--- src/rtl/sfu_input_stage.sv ---
// SFU input stage: per-lane RRO/src operand select with lane masking, 2-entry skid.
// Define SFU_IN_PERF_EN to add delivered-beat counters rro_cnt_o/src_cnt_o.
module sfu_input_stage #(
  parameter int LANES  = 4,
  parameter int DATA_W = 32,
  parameter int OP_W   = 3,
  parameter logic [(2**OP_W)-1:0] RRO_MASK = 8'b0001_0011
) (
  input  logic                    clk_i,
  input  logic                    rst_i,
  input  logic                    flush_i,
  input  logic                    in_valid_i,
  output logic                    in_ready_o,
  input  logic [OP_W-1:0]         selop_i,
  input  logic [LANES-1:0]        lane_mask_i,
  input  logic [LANES*DATA_W-1:0] rro_input_i,
  input  logic [LANES*DATA_W-1:0] src_i,
  output logic                    out_valid_o,
  input  logic                    out_ready_i,
  output logic [LANES*DATA_W-1:0] sfu_input_o,
  output logic [OP_W-1:0]         sfu_op_o,
  output logic [LANES-1:0]        lane_mask_o,
`ifdef SFU_IN_PERF_EN
  output logic [31:0]             rro_cnt_o,
  output logic [31:0]             src_cnt_o,
`endif
  output logic                    sel_rro_o
);

  typedef struct packed {
    logic [LANES*DATA_W-1:0] data;
    logic [OP_W-1:0]         op;
    logic [LANES-1:0]        mask;
    logic                    sel;
  } beat_t;

  beat_t head_q, head_d;
  beat_t skid_q, skid_d;
  beat_t new_beat;
  logic  head_v_q, head_v_d;
  logic  skid_v_q, skid_v_d;
  logic  rdy_q, rdy_d;
  logic  accept, deliver;

  assign accept  = in_valid_i & rdy_q;
  assign deliver = head_v_q & out_ready_i;

  always_comb begin
    new_beat      = '0;
    new_beat.op   = selop_i;
    new_beat.mask = lane_mask_i;
    new_beat.sel  = RRO_MASK[selop_i];
    for (int i = 0; i < LANES; i++) begin
      if (lane_mask_i[i]) begin
        new_beat.data[i*DATA_W +: DATA_W] = new_beat.sel
          ? rro_input_i[i*DATA_W +: DATA_W]
          : src_i[i*DATA_W +: DATA_W];
      end
    end
  end

  // Head refills from skid first so beats stay in order.
  always_comb begin
    head_d   = head_q;
    head_v_d = head_v_q;
    skid_d   = skid_q;
    skid_v_d = skid_v_q;
    if (flush_i) begin
      head_v_d = 1'b0;
      skid_v_d = 1'b0;
    end else if (!head_v_q || out_ready_i) begin
      if (skid_v_q) begin
        head_d   = skid_q;
        head_v_d = 1'b1;
        skid_v_d = 1'b0;
      end else if (accept) begin
        head_d   = new_beat;
        head_v_d = 1'b1;
      end else begin
        head_v_d = 1'b0;
      end
    end else if (accept) begin
      skid_d   = new_beat;
      skid_v_d = 1'b1;
    end
    rdy_d = !skid_v_d;
  end

  always_ff @(posedge clk_i) begin
    if (rst_i) begin
      head_q   <= '0;
      skid_q   <= '0;
      head_v_q <= 1'b0;
      skid_v_q <= 1'b0;
      rdy_q    <= 1'b1;
    end else begin
      head_q   <= head_d;
      skid_q   <= skid_d;
      head_v_q <= head_v_d;
      skid_v_q <= skid_v_d;
      rdy_q    <= rdy_d;
    end
  end

  assign in_ready_o  = rdy_q;
  assign out_valid_o = head_v_q;
  assign sfu_input_o = head_q.data;
  assign sfu_op_o    = head_q.op;
  assign lane_mask_o = head_q.mask;
  assign sel_rro_o   = head_q.sel;

`ifdef SFU_IN_PERF_EN
  logic [31:0] rro_cnt_q, src_cnt_q;

  always_ff @(posedge clk_i) begin
    if (rst_i) begin
      rro_cnt_q <= '0;
      src_cnt_q <= '0;
    end else if (deliver) begin
      if (head_q.sel) rro_cnt_q <= rro_cnt_q + 32'd1;
      else            src_cnt_q <= src_cnt_q + 32'd1;
    end
  end

  assign rro_cnt_o = rro_cnt_q;
  assign src_cnt_o = src_cnt_q;
`else
  logic unused_deliver;
  assign unused_deliver = deliver;
`endif

endmodule

--- config.mk ---
export PLATFORM = sky130hd
export DESIGN_NAME = sfu_input_stage
export DESIGN_NICKNAME = d
export VERILOG_FILES = /design/src/rtl/sfu_input_stage.sv
export SDC_FILE = /design/constraint.sdc
export NUM_CORES = 1
export LEC_CHECK = 0
export ABC_AREA = 1
export CAP_MARGIN = 20
export CORE_MARGIN = 2
export CORE_UTILIZATION = 25
export DETAILED_ROUTE_END_ITERATION = 10
export GPL_ROUTABILITY_DRIVEN = 0
export PLACE_DENSITY = 0.5
export SLEW_MARGIN = 5
export SYNTH_ARGS = -nofsm -noshare
export SYNTH_HDL_FRONTEND = slang
export SYNTH_SLANG_ARGS = --single-unit
export TNS_END_PERCENT = 1
--- constraint.sdc ---
create_clock -name clk_i -period 2.9 [get_ports clk_i]
set_input_delay 0.435 -clock clk_i [delete_from_list [all_inputs] [get_ports clk_i]]
set_output_delay 0.435 -clock clk_i [all_outputs]
set_load 0.02 [all_outputs]
==> impl_metrics.ini <==
[route]
wl_per_cell_um = 15.0
ant_nets = 0
avgViaCountPerCell = 4.52
drc_errors = 0
drt-initial-drc-count = 923
routed_wl_um = 56200
dr.pass1.iters = 5
num_vias = 16960

[synthesis]
synth.avg_cell_area_sq_um = 6.02
synthCells = 2601
synth_edf_count = 0
synth.yosys.warnings = 0
ys_seq_area_share_pct = 35.2
synth_seq_cells = 275
async_flop_share_pct = 0
syn-num-nets = 2869
synth_area_sq_um = 15700
synth_ff_type = dfxtp_1
synth.distinct_cells = 17

[place]
dp.cells = 3683
dpl-instance-area_sq_um = 20400
hpwl_um = 34800
portBuffers = 405

[worst_hold_path]
min_path_type = in2reg
hold_start = lane_mask_i[1]
min_path_cells = 3
hold_end = sfu_input_o[45]$_SDFFE_PP0P_

[finish]
instances_no_fill = 3752
register_area_sq_um = 5510
fillers = 6652
drive_gt1_share_pct = 3.36
mostFrequentLayoutCells = nand2_1, inv_1, clkdlybuf4s50_1
layout_commonest_cell = nand2_1
final_area_sq_um = 21600
finalNetCount = 3153
multi_input_area_sq_um = 7420
area_delta_synth_final_pct = 37.9

[timing]
fin_crit_ns = 2.03
whs_ns = 0.317
setup_viol = 0
slew_violations = 0
rsz0062_at_grt = no
totalNegativeSetupSlack_ns = 0
timing.fmax_ghz = 0.493
worst_pin_slew_ns = 0.929
layout_worst_path_cycle_share_pct = 70.0
slew_headroom_pct = 38.0
clock_skew_ns = 0.0155
hold_viol = 0

[setup_path]
worst_r2r_endpoint = sfu_input_o[74]$_SDFFE_PP0P_
rr_worst_depth = 7
path_delay_family = buffers and inverters
slowest_stage = clkdlybuf4s50_1
cp_slowest_stage_delay_ns = 0.64
crit_path_max_fanout = 2
worstSetupStartpointType = register
critPathCaptureType = primary output
reg2reg_slack_ns = 1.22
reg2reg_from = in_ready_o$_SDFF_PP1_
path_cells = clkdlybuf4s50_1
worst-path-buf-inv = 1
required_ns = 2.47
arrival_ns = 1.59
worstSetupPathType = reg2out

[power_and_ir_drop]
p_comb_share_pct = 18.4
total_power_w = 0.0105
clkPwrFrac_pct = 43.1
pwr_density_cell_nw_per_um2 = 486
peakVddDrop_uv = 307
p_leak_nw = 11.3
p_int_w = 0.00752
seqPwrFrac_pct = 38.5
switching_power_w = 0.00296
switching_share_pct = 28.3

[clocking]
h-tree-depth = 2
clkSinkCount = 275
path_clk_slew_ns = 0.06
numCtsBuffers = 37
cts_buffer_depth = 3
cts_root_buf = clkbuf_16
insertion_delay_ns = 0.55
post_cts_buffers = 0
cts_tree = built
ctsResizeCount = 0
hold_buffers = 0

[die]
dieWidth_um = 254
dieHeight_um = 254
start_util_pct = 25.3
rows = 91
ioPinCount = 406
core_area_sq_um = 61800
die-area_sq_um = 64600

[global_route]
grt_pass1_wl_um = 88500
grt-ovfl-total = 0
grt_pass1_vias = 16684
antenna_found_initial = 4
grt_use_total_pct = 17.1
grt_start_max_net_pins = 139

[run_status]
status = finished clean

[flow_run]
drv_cap = 0
power by group through the flow:
stage                     clock network (W)  logic [W]  registers (W)
after floorplan                           0   0.000848        0.00426
after global placement                    0    0.00193        0.00412
after detailed placement                  0    0.00194        0.00412
after CTS                           0.00469    0.00195        0.00404
after global routing                0.00482    0.00214        0.00406
final                               0.00452    0.00192        0.00404
synth_stat cells, types with 13 or more instances:
cell,number,area share (%)
nand3_1,257,8.2
clkbuf_1,92,2.2
nand2_1,556,13
o21ai_0,126,4.0
and2_1,128,5.1
buf_1,13,0.31
nor2_1,272,6.5
nand4_1,128,5.1
inv_1,518,12
a21oi_1,137,4.4
dfxtp_1,275,35
buf_2,81,2.6
per-layer routing:
| layer | up-vias | GRT usage (%) | part of all wire, % |
|---|---|---|---|
| li1 | 8528 | - | - |
| met1 | 7872 | 21.3 | 44 |
| met2 | 484 | 29.3 | 47 |
| met3 | 70 | 4.08 | 6.9 |
| met4 | 6 | 4.49 | 2.0 |
| met5 | - | 0 | 0.078 |
state kept, by name (all words and copies together) (netlist names):
register and flops:
sfu_op_o 3, lane_mask_o 4, skid_v_q 1, in_ready_o 1
skid_q 136, sfu_input_o 128, sel_rro_o 1, out_valid_o 1
layout make-up:
cell class / instances / area share (%)
Timing Repair Buffer: 432 / 20.6
Clock inverter: 10 / 0.278
Sequential cell: 275 / 25.5
Multi-Input combinational cell: 1618 / 34.3
Tap cell: 837 / 4.85
Clock buffer: 57 / 5.26
Inverter: 521 / 9.12
Antenna cell: 2 / 0.0232
worst register-to-register path, delay by kind of cell (launching register included):
| kind | cells | cell delay (ns) |
|---|---|---|
| AO/OA/AOI/OAI | 1 | 0.14 |
| AND/OR/NAND/NOR | 5 | 0.81 |
| flip-flops | 1 | 0.41 |
| buffers and inverters | 1 | 0.25 |
stage by stage:
step | utilization, % | setup slack (ns)
after floorplan | - | 1.44
after global placement | 33.0 | 0.591
after detailed placement | 33.0 | 0.561
after CTS | 34.9 | 0.783
after global routing | 34.9 | 0.736
final | 34.9 | 0.871
how the worst max path moves through the flow:
stage | startpoint | depth (start not counted) | to | slack, ns
after floorplan | out_valid_o$_SDFFE_PP0P_ | 8 | skid_q[103]$_SDFFE_PP0P_ | 1.44
after global routing | sfu_input_o[30]$_SDFFE_PP0P_ | 1 | sfu_input_o[30] | 0.74
after global placement | selop_i[2] | 8 | skid_q[133]$_SDFFE_PP0P_ | 0.59
after CTS | sfu_input_o[30]$_SDFFE_PP0P_ | 1 | sfu_input_o[30] | 0.78
after detailed placement | selop_i[0] | 7 | skid_q[46]$_SDFFE_PP0P_ | 0.56
final | in_ready_o$_SDFF_PP1_ | 1 | in_ready_o | 0.87
cell families (layout without fill, tap and decap cells):
| family | after synthesis | in the layout | share of synthesized area (%) |
|---|---|---|---|
| buf+inv | 708 | 1020 | 17.7 |
| flops | 275 | 275 | 35.2 |
| other cells | 0 | 2 | 0 |
| compound gates | 275 | 275 | 8.79 |
| simple gates | 1343 | 1343 | 38.4 |
Power figures use the tool's default switching activity.
